$ cat src/rtl/vae_pkg.sv
// Shared fixed-point constants, LFSR settings and helpers for the VAE datapath blocks.
package vae_pkg;

    localparam int WIDTH     = 10;
    localparam int FRAC_BITS = 4;

    localparam logic [15:0] LFSR_TAPS         = 16'hB400;
    localparam logic [15:0] LFSR_DEFAULT_SEED = 16'hACE1;

    localparam logic signed [6:0] EPS_OFFSET = 7'sd30;

    localparam logic [1:0] ST_IDLE = 2'd0;
    localparam logic [1:0] ST_RUN  = 2'd1;
    localparam logic [1:0] ST_DONE = 2'd2;

    // Taps for x^16+x^14+x^13+x^11+1 sit on bits 15,13,12,10 of a left-shifting register.
    function automatic logic [15:0] lfsr_next(input logic [15:0] s);
        lfsr_next = {s[14:0], ^(s & LFSR_TAPS)};
    endfunction

    // Sum of four uniform nibbles is roughly bell-shaped; re-centred to -30..30.
    function automatic logic signed [6:0] eps_from_lfsr(input logic [15:0] s);
        logic [5:0] nib_sum;
        nib_sum = {2'b00, s[15:12]} + {2'b00, s[11:8]} + {2'b00, s[7:4]} + {2'b00, s[3:0]};
        eps_from_lfsr = $signed({1'b0, nib_sum}) - EPS_OFFSET;
    endfunction

    function automatic logic signed [31:0] sat_add(input logic signed [31:0] a,
                                                   input logic signed [31:0] b,
                                                   input int unsigned w);
        logic signed [32:0] sum;
        logic signed [32:0] max_v;
        logic signed [32:0] min_v;
        sum   = {a[31], a} + {b[31], b};
        max_v = (33'sd1 <<< (w - 1)) - 33'sd1;
        min_v = -(33'sd1 <<< (w - 1));
        if (sum > max_v) begin
            sat_add = max_v[31:0];
        end else if (sum < min_v) begin
            sat_add = min_v[31:0];
        end else begin
            sat_add = sum[31:0];
        end
    endfunction

endpackage

$ cat src/rtl/vae_sigma_lut.sv
// Combinational sigma = round(2^F * exp((logvar>>>1)/2^F)) lookup over the clamped half-logvar.
module vae_sigma_lut
    import vae_pkg::*;
#(
    parameter int width     = WIDTH,
    parameter int frac_bits = FRAC_BITS
) (
    input  logic signed [width-1:0] logvar,
    output logic        [width-1:0] sigma
);

    localparam int H_LO      = -(2 << frac_bits);
    localparam int H_HI      = (2 << frac_bits) - 1;
    localparam int SIGMA_MAX = (1 << (width - 1)) - 1;

    // Entries are for frac_bits=4, index 0 corresponds to h=-32 and index 63 to h=31.
    localparam logic [7:0] SIGMA_ROM [0:63] = '{
        8'd2,   8'd2,   8'd2,   8'd3,   8'd3,   8'd3,   8'd3,   8'd3,
        8'd4,   8'd4,   8'd4,   8'd4,   8'd5,   8'd5,   8'd5,   8'd6,
        8'd6,   8'd6,   8'd7,   8'd7,   8'd8,   8'd8,   8'd9,   8'd9,
        8'd10,  8'd10,  8'd11,  8'd12,  8'd12,  8'd13,  8'd14,  8'd15,
        8'd16,  8'd17,  8'd18,  8'd19,  8'd21,  8'd22,  8'd23,  8'd25,
        8'd26,  8'd28,  8'd30,  8'd32,  8'd34,  8'd36,  8'd38,  8'd41,
        8'd43,  8'd46,  8'd49,  8'd52,  8'd56,  8'd59,  8'd63,  8'd67,
        8'd72,  8'd76,  8'd81,  8'd86,  8'd92,  8'd98,  8'd104, 8'd111
    };

    logic signed [width-1:0] h;
    logic signed [5:0]       h_clamped;
    logic        [5:0]       rom_idx;
    logic        [7:0]       rom_val;

    always_comb begin
        h = logvar >>> 1;
        if (int'(h) < H_LO) begin
            h_clamped = -6'sd32;
        end else if (int'(h) > H_HI) begin
            h_clamped = 6'sd31;
        end else begin
            h_clamped = h[5:0];
        end
        rom_idx = {~h_clamped[5], h_clamped[4:0]};
        rom_val = SIGMA_ROM[rom_idx];
        if (int'(rom_val) > SIGMA_MAX) begin
            sigma = width'(SIGMA_MAX);
        end else begin
            sigma = width'(rom_val);
        end
    end

endmodule

$ cat src/rtl/vae_latent_sampler.sv
// Reparameterisation sampler: z[i] = sat(mu[i] + (sigma(logvar[i]) * eps) >>> F), one dimension per cycle.
module vae_latent_sampler
    import vae_pkg::*;
#(
    parameter int          latent_number = 2,
    parameter int          width         = WIDTH,
    parameter int          frac_bits     = FRAC_BITS,
    parameter logic [15:0] seed          = LFSR_DEFAULT_SEED
) (
    input  logic                    clk,
    input  logic                    rst_n,
    input  logic                    enable,
    input  logic                    sample_en,
    input  logic signed [width-1:0] mu     [0:latent_number-1],
    input  logic signed [width-1:0] logvar [0:latent_number-1],
    output logic signed [width-1:0] z      [0:latent_number-1],
    output logic                    finish
);

    localparam int                IDX_W    = (latent_number > 1) ? $clog2(latent_number) : 1;
    localparam logic [IDX_W-1:0]  LAST_IDX = IDX_W'(latent_number - 1);
    localparam logic [15:0]       SEED_EFF = (seed == 16'h0000) ? LFSR_DEFAULT_SEED : seed;

    logic [1:0]              state_q,  state_d;
    logic [IDX_W-1:0]        idx_q,    idx_d;
    logic                    finish_q, finish_d;
    logic [15:0]             lfsr_q,   lfsr_d;
    logic                    sample_q, sample_d;
    logic signed [width-1:0] z_q      [0:latent_number-1];
    logic signed [width-1:0] z_d      [0:latent_number-1];
    logic signed [width-1:0] mu_q     [0:latent_number-1];
    logic signed [width-1:0] mu_d     [0:latent_number-1];
    logic signed [width-1:0] logvar_q [0:latent_number-1];
    logic signed [width-1:0] logvar_d [0:latent_number-1];

    logic        [width-1:0] sigma;
    logic signed [6:0]       eps;
    logic signed [width+6:0] sigma_x;
    logic signed [width+6:0] eps_x;
    logic signed [width+6:0] prod;
    logic signed [width+6:0] t;
    logic signed [width-1:0] z_new;

    vae_sigma_lut #(
        .width     (width),
        .frac_bits (frac_bits)
    ) u_sigma_lut (
        .logvar (logvar_q[idx_q]),
        .sigma  (sigma)
    );

    // Datapath for the dimension currently selected by idx; sigma is never negative.
    always_comb begin
        eps     = sample_q ? eps_from_lfsr(lfsr_q) : 7'sd0;
        sigma_x = {7'b0, sigma};
        eps_x   = {{width{eps[6]}}, eps};
        prod    = sigma_x * eps_x;
        t       = prod >>> frac_bits;
        z_new   = width'(sat_add(32'(mu_q[idx_q]), 32'(t), width));
    end

    // finish rises on the cycle after the last z write so the layer latency is latent_number+2.
    always_comb begin
        state_d  = state_q;
        idx_d    = idx_q;
        finish_d = finish_q;
        lfsr_d   = lfsr_q;
        sample_d = sample_q;
        z_d      = z_q;
        mu_d     = mu_q;
        logvar_d = logvar_q;
        case (state_q)
            ST_IDLE: begin
                finish_d = 1'b0;
                if (enable) begin
                    mu_d     = mu;
                    logvar_d = logvar;
                    sample_d = sample_en;
                    idx_d    = '0;
                    state_d  = ST_RUN;
                end
            end
            ST_RUN: begin
                z_d[idx_q] = z_new;
                if (sample_q) begin
                    lfsr_d = lfsr_next(lfsr_q);
                end
                if (idx_q == LAST_IDX) begin
                    state_d = ST_DONE;
                end else begin
                    idx_d = idx_q + 1'b1;
                end
            end
            ST_DONE: begin
                finish_d = 1'b1;
                if (finish_q && !enable) begin
                    finish_d = 1'b0;
                    state_d  = ST_IDLE;
                end
            end
            default: begin
                state_d = ST_IDLE;
            end
        endcase
    end

    always_ff @(posedge clk or negedge rst_n) begin
        if (!rst_n) begin
            state_q  <= ST_IDLE;
            idx_q    <= '0;
            finish_q <= 1'b0;
            lfsr_q   <= SEED_EFF;
            sample_q <= 1'b0;
            for (int i = 0; i < latent_number; i++) begin
                z_q[i]      <= '0;
                mu_q[i]     <= '0;
                logvar_q[i] <= '0;
            end
        end else begin
            state_q  <= state_d;
            idx_q    <= idx_d;
            finish_q <= finish_d;
            lfsr_q   <= lfsr_d;
            sample_q <= sample_d;
            z_q      <= z_d;
            mu_q     <= mu_d;
            logvar_q <= logvar_d;
        end
    end

    assign z      = z_q;
    assign finish = finish_q;

endmodule

$ cat config.mk
export PLATFORM = sky130hd
export DESIGN_NAME = vae_latent_sampler
export DESIGN_NICKNAME = d
export VERILOG_FILES = /design/src/rtl/vae_pkg.sv /design/src/rtl/vae_sigma_lut.sv /design/src/rtl/vae_latent_sampler.sv
export SDC_FILE = /design/constraint.sdc
export NUM_CORES = 1
export LEC_CHECK = 0
export ABC_CLOCK_PERIOD_IN_PS = 9100
export CORE_MARGIN = 1.5
export CORE_UTILIZATION = 55
export DETAILED_ROUTE_END_ITERATION = 16
export PLACE_DENSITY = 0.77
export SLEW_MARGIN = 20
export SYNTH_ARGS = -nofsm -noshare
export SYNTH_HDL_FRONTEND = slang
export SYNTH_SLANG_ARGS = --single-unit
$ cat constraint.sdc
create_clock -name clk -period 9.1 [get_ports clk]
set_input_delay 1.82 -clock clk [delete_from_list [all_inputs] [get_ports clk]]
set_output_delay 1.82 -clock clk [all_outputs]
set_load 0.05 [all_outputs]
# Yosys cells after proc, flatten, opt, wreduce, memory -nomap -nowiden
# Memories as Yosys holds them, arrays and structs flattened.
# Index checks and enable logic that the tools add are counted.
[totals]
ff_bits = 81
n_memories = 1
output_inout_bits = 21
mem_bits_ro = 512
[classes]
bitwise_logic = 3
n_mul = 1
magnitude_cmp = 7
mux = 25
addsub = 6
n_reduce_logical = 11
eq_ne = 5
[mem_list]
columns = ["name", "words", "width", "rd", "rd_clocked_by_memory_dff", "wr", "line", "rtl"]
rows = [
  ["(name not given)", 64, 8, 1, 0, 0, "vae_sigma_lut.sv:43", "rom_val = SIGMA_ROM[rom_idx];"],
]
[op_table]
columns = ["cell", "n"]
rows = [
  ["10-bit 2-to-1 mux", 9],
  ["20-bit bitwise mux", 1],
  ["9-bit by 7-bit multiplier with 16-bit output", 1],
  ["8-bit 2-to-1 mux", 2],
  ["16-bit XOR reduction", 1],
  ["10-bit by 12-bit adder with 13-bit output", 1],
  ["13-bit by 10-bit greater-than comparator with 1-bit output, second input constant", 1],
  ["13-bit by 10-bit less-than comparator with 1-bit output, second input constant", 1],
  ["6-bit 2-to-1 mux", 2],
  ["10-bit demux with 1-bit select", 1],
  ["9-bit by 6-bit greater-than comparator with 1-bit output, second input constant", 1],
  ["9-bit by 6-bit less-than comparator with 1-bit output, second input constant", 1],
  ["7-bit >= comparator, second input constant", 1],
  ["7-bit 2-to-1 mux", 1],
  ["6-bit inverter with 7-bit output", 1],
  ["6-bit by 5-bit subtractor with 7-bit output, second input constant", 1],
  ["5-bit by 4-bit adder with 6-bit output", 1],
  ["6-bit by 4-bit adder with 6-bit output", 1],
  ["2-bit 2-to-1 mux", 3],
  ["2-bit inequality test, second input constant", 3],
  ["2-bit one-hot mux with 3 select lines", 1],
  ["2-bit AND reduction", 3],
  ["4-bit by 4-bit adder with 5-bit output", 1],
  ["1-bit one-hot mux with 2 select lines", 2],
  ["13 further kinds", 17],
]

# Depth between registers and ports, before layout
[logic_depth]
ltp_word = 18
ltp_mapped = 42

# Modules after synthesis
# A second synthesis with hierarchy kept.
[unflattened]
hier_cells = 780
area_unflattened_um2 = 7475.9
[modules_own_cells]
columns = ["module", "area_per_inst_um2", "cells_per_inst", "instances", "seq_area_each_um2"]
rows = [
  ["vae_latent_sampler", 6658.9, 660, 1, 2037.0],
  ["vae_sigma_lut", 817.0, 120, 1, 0.0],
]

# Worst setup path before layout
# OpenSTA, ideal clock, no wires.
[synth_path]
path_type = "register -> register"
from = "register lfsr_q[0]"
to = "register z_q (netlist bit z[10])"
slack_ps = 708
path_buffers = 3
t_arrival_ps = 8251
required_time_ps = 8959
period_less_slack_ps = 8392
stages_incl_launch_ff = 33
cell_sequence = "dfstp_2 > fa_1 > inv_1 > fa_1 > inv_1 > ha_1 > fa_1 > a21o_1 > a21oi_1 > o21a_1 > clkbuf_1 > nand2_1 > fa_1 > fa_1 > inv_1 > fa_1 > fa_1 > ha_1 > nand4_1 > a2111o_1 > o21ai_2 > a21oi_2 > xnor2_1 > ha_1 > o31ai_1 > nor3_1 > or4_1 > a21o_1 > a211oi_1 > nand2b_1 > buf_4 > buf_4 > a31oi_1"
[synth_between]
elab_chain_cells = 9
[synth_rtl]
columns = ["element", "line", "rtl"]
rows = [
  ["from (decl)", "vae_latent_sampler.sv:27", "logic [15:0] lfsr_q, lfsr_d;"],
  ["from (signal assigned)", "vae_latent_sampler.sv:123", "lfsr_q <= lfsr_d;"],
  ["6-bit by 4-bit adder with 6-bit output *", "vae_pkg.sv:24", "nib_sum = {2'b00, s[15:12]} + {2'b00, s[11:8]} + {2'b00, s[7:4]} + {2'b00, s[3:0]};"],
  ["6-bit by 5-bit subtractor with 7-bit output *", "vae_pkg.sv:25", "eps_from_lfsr = $signed({1'b0, nib_sum}) - EPS_OFFSET;"],
  ["7-bit 2-to-1 mux *", "vae_latent_sampler.sv:54", "eps = sample_q ? eps_from_lfsr(lfsr_q) : 7'sd0;"],
  ["9-bit by 7-bit multiplier with 16-bit output *", "vae_latent_sampler.sv:57", "prod = sigma_x * eps_x;"],
  ["10-bit by 12-bit adder with 13-bit output *", "vae_pkg.sv:34", "sum = {a[31], a} + {b[31], b};"],
  ["13-bit by 10-bit less-than comparator with 1-bit output", "vae_pkg.sv:39", "end else if (sum < min_v) begin"],
  ["10-bit 2-to-1 mux", "vae_pkg.sv:39", ""],
  ["10-bit 2-to-1 mux *", "vae_pkg.sv:37", "if (sum > max_v) begin"],
  ["20-bit bitwise mux *", "vae_latent_sampler.sv:84", "z_d[idx_q] = z_new;"],
  ["to (signal assigned)", "vae_latent_sampler.sv:125", "z_q <= z_d;"],
  ["to (decl)", "vae_latent_sampler.sv:29", "logic signed [width-1:0] z_q [0:latent_number-1];"],
]
# Every way passes the cells marked *; elsewhere a longest branch is shown, timed or not.
# A chain may end at the register's enable or synchronous reset.

# Worst setup path after layout
[layout_path]
from = "register lfsr_q[4]"
to = "register z_q (netlist bit z[2])"
[layout_between]
elab_chain_cells = 10
[layout_rtl]
columns = ["element", "line"]
rows = [
  ["5-bit by 4-bit adder with 6-bit output *", "vae_pkg.sv:24"],
  ["6-bit by 4-bit adder with 6-bit output *", "vae_pkg.sv:24"],
  ["6-bit by 5-bit subtractor with 7-bit output *", "vae_pkg.sv:25"],
  ["7-bit 2-to-1 mux *", "vae_latent_sampler.sv:54"],
  ["9-bit by 7-bit multiplier with 16-bit output *", "vae_latent_sampler.sv:57"],
  ["10-bit by 12-bit adder with 13-bit output *", "vae_pkg.sv:34"],
  ["13-bit by 10-bit less-than comparator with 1-bit output", "vae_pkg.sv:39"],
  ["10-bit 2-to-1 mux", "vae_pkg.sv:39"],
  ["10-bit 2-to-1 mux *", "vae_pkg.sv:37"],
  ["20-bit bitwise mux *", "vae_latent_sampler.sv:84"],
]
# Marked as above.

==> impl_metrics.json <==
{
  "rsz0062_at_grt": "no",
  "vias": 5473,
  "htree_levels": 3,
  "grt_max_degree": 80,
  "gp_congestion": 0.882,
  "routed_wl_um": 15900,
  "die_area_mm2": 0.0130,
  "synth_top_family_by_area": "adder cells",
  "synthArstFlopShare": 1.00,
  "synth-seq-cells": 79,
  "setup_tns_ns": 0,
  "synth_area_leaders": "dfrtp_1, ha_1, fa_1",
  "min_period_over_period": 0.949,
  "drt_iter0_drc": 308,
  "synth_top_area_frac": 0.262,
  "postCtsSetupBuffers": 0,
  "cts.path.max_buffers": 2,
  "final_nets": 917,
  "gr-total-overflow": 0,
  "grt_pass1_vias": 5480,
  "start_util": 0.565,
  "reg2regPathDepth": 31,
  "critPathMaxFanout": 18,
  "synth_compound_area_frac": 0.148,
  "setup_violations": 0,
  "fp.dieH_um": 114,
  "synth.distinct_cells": 75,
  "antenna_left": 0,
  "synth_fp_nets": 855,
  "dp_hpwl_um": 12000,
  "max_cap_violations": 0,
  "fin_crit_ns": 8.63,
  "cts_made_buffers": 9,
  "crit_path_start_kind": "register",
  "drive_gt1_frac": 0.170,
  "clkLatencyLatePin_ns": 0.35,
  "syn_inst": 716,
  "clock-sinks": 79,
  "antennaDiodeCount": 0,
  "vias_per_cell": 5.88,
  "slew_violations": 0,
  "yosysWarnings": 0,
  "wl_per_cell_um": 17.1,
  "hold-worst-slack_ns": 0.488,
  "r2r_start": "lfsr_q[4]",
  "synth_edf_count": 0,
  "antenna_found_initial": 0,
  "worstSetupPathType": "register to register",
  "synth_mux_area_frac": 0.100,
  "worstPathRequired_ns": 9.30,
  "synth_xor_area_frac": 0.0297,
  "dpl_worst_slack_ns": 0.144,
  "rrSetupSlack_ns": 0.47,
  "cp_common_cell": "fa_1",
  "cp_data_arrival_time_ns": 8.83,
  "slowest_stage": "fa_1",
  "yosys.area_share.simple": 0.153,
  "synth_area_leader_cell": "dfrtp_1",
  "hold_depth": 2,
  "cts_root_buf": "clkbuf_16",
  "hold_violations": 0,
  "netlist_area_mm2": 0.00679,
  "worst_slack_ns": 0.467,
  "worst_pin_slew_ns": 1.00,
  "cts_tree": "done",
  "r2r-end": "z[2]",
  "hold_class": "register to register",
  "ys.flop_type": "dfrtp_1",
  "syn2layout_area_growth_pct": 17.7,
  "hold_end": "lfsr_q[6]",
  "syn-mean-instance-area_um2": 9.48,
  "grt_pass1_wl_um": 25800,
  "placementRows": 40,
  "min_from": "lfsr_q[6]",
  "num_io_pins": 65,
  "fmax_mhz": 116,
  "synth_fa_ha_area_frac": 0.213,
  "path_clk_slew_ns": 0.06,
  "firstDrtPassIters": 5,
  "crit_path_end_kind": "register",
  "slew_headroom": 0.331,
  "core-area_mm2": 0.0120,
  "ys_seq_area_frac": 0.293,
  "final_cell_mix": "inv_1, nor2_1, dfrtp_1, clkdlybuf4s50_1, ha_1",
  "die_w_um": 114,
  "port_buffers": 62,
  "clock_skew_ns": 0.0101,
  "slowest_delay_ns": 0.56,
  "outcome": "complete, no violations",
  "drc": 0,
  "grt_usage": 0.249
}
[per-stage QoR]
stage | std cells | instance area, um2 | utilization
finish | 930 | 7990 | 0.665
global route | 930 | 7990 | 0.665
CTS | 929 | 7900 | 0.658
detailed placement | 913 | 7570 | 0.630
global placement | 913 | 7570 | 0.630
floorplan | 716 | 6790 | -
[cells in the mapped netlist (12+ instances only)]
library cell	number
nor2_1	72
dfrtp_1	71
inv_1	71
ha_1	61
nand2_1	55
mux2_2	52
fa_1	34
a21oi_1	29
o21ai_0	25
a31oi_1	23
xnor2_1	18
a21o_1	15
clkbuf_1	15
or2_2	12
[cells by family (layout without fill, tap and decap cells)]
kind of cell | count (synthesis) | in the layout
AND/OR/NAND/NOR | 210 | 210
AO/OA/AOI/OAI | 149 | 149
buffers and inverters | 100 | 167
adder cells (fa/ha/maj) | 95 | 95
flip-flops | 79 | 79
multiplexers | 60 | 60
XOR/XNOR | 23 | 23
[timing repair]
item                       4_1_cts  5_1_grt
gates resized for setup          0       11
setup endpoints to repair        0       18
hold buffers                     0        0
[worst max-delay path by stage]
stage / cells past startpoint / slack, ns / start / endpoint
5_1_grt: 31 / 0.04 / lfsr_q[4] / z[2]
6_report: 31 / 0.47 / lfsr_q[4] / z[2]
2_1_floorplan: 32 / 0.71 / lfsr_q[0] / z[10]
3_5_place_dp: 32 / 0.14 / idx_q / z[2]
4_1_cts: 32 / 0.08 / idx_q / z[2]
3_3_place_gp: 32 / 0.23 / idx_q / z[7]
[registers in the layout, summed over array words and instances, names as in the netlist]
name / cells
mu_q: 20
sample_q: 1
finish: 1
idx_q: 1
z: 20
logvar_q: 18
state_q: 2
lfsr_q: 16
[worst max-delay path, delay by kind of cell, from the launching register on]
family                   cells  cell delay, ns
adder cells (fa/ha/maj)     10            4.26
AO/OA/AOI/OAI                9            1.93
AND/OR/NAND/NOR              6            1.30
flip-flops                   1            0.41
buffers and inverters        4            0.33
XOR/XNOR                     2            0.27
[per-layer routing]
metal	vias to the layer above	GRT usage	part of all wire
met5	-	0	0
met4	0	0.0617	0.010
met3	13	0.0482	0.045
met2	121	0.425	0.49
met1	2721	0.327	0.45
li1	2618	-	-
[cell type report]
class	instances	area (um2)
multi-input combinational	537	4430
tap	147	184
clock inverter	7	113
timing repair buffer	80	777
fill	989	4020
sequential	79	1990
clock buffer	9	225
inverter	71	267
Power is not shown: default switching activity piles up to over one toggle a cycle in this logic, so the estimate is an artifact.
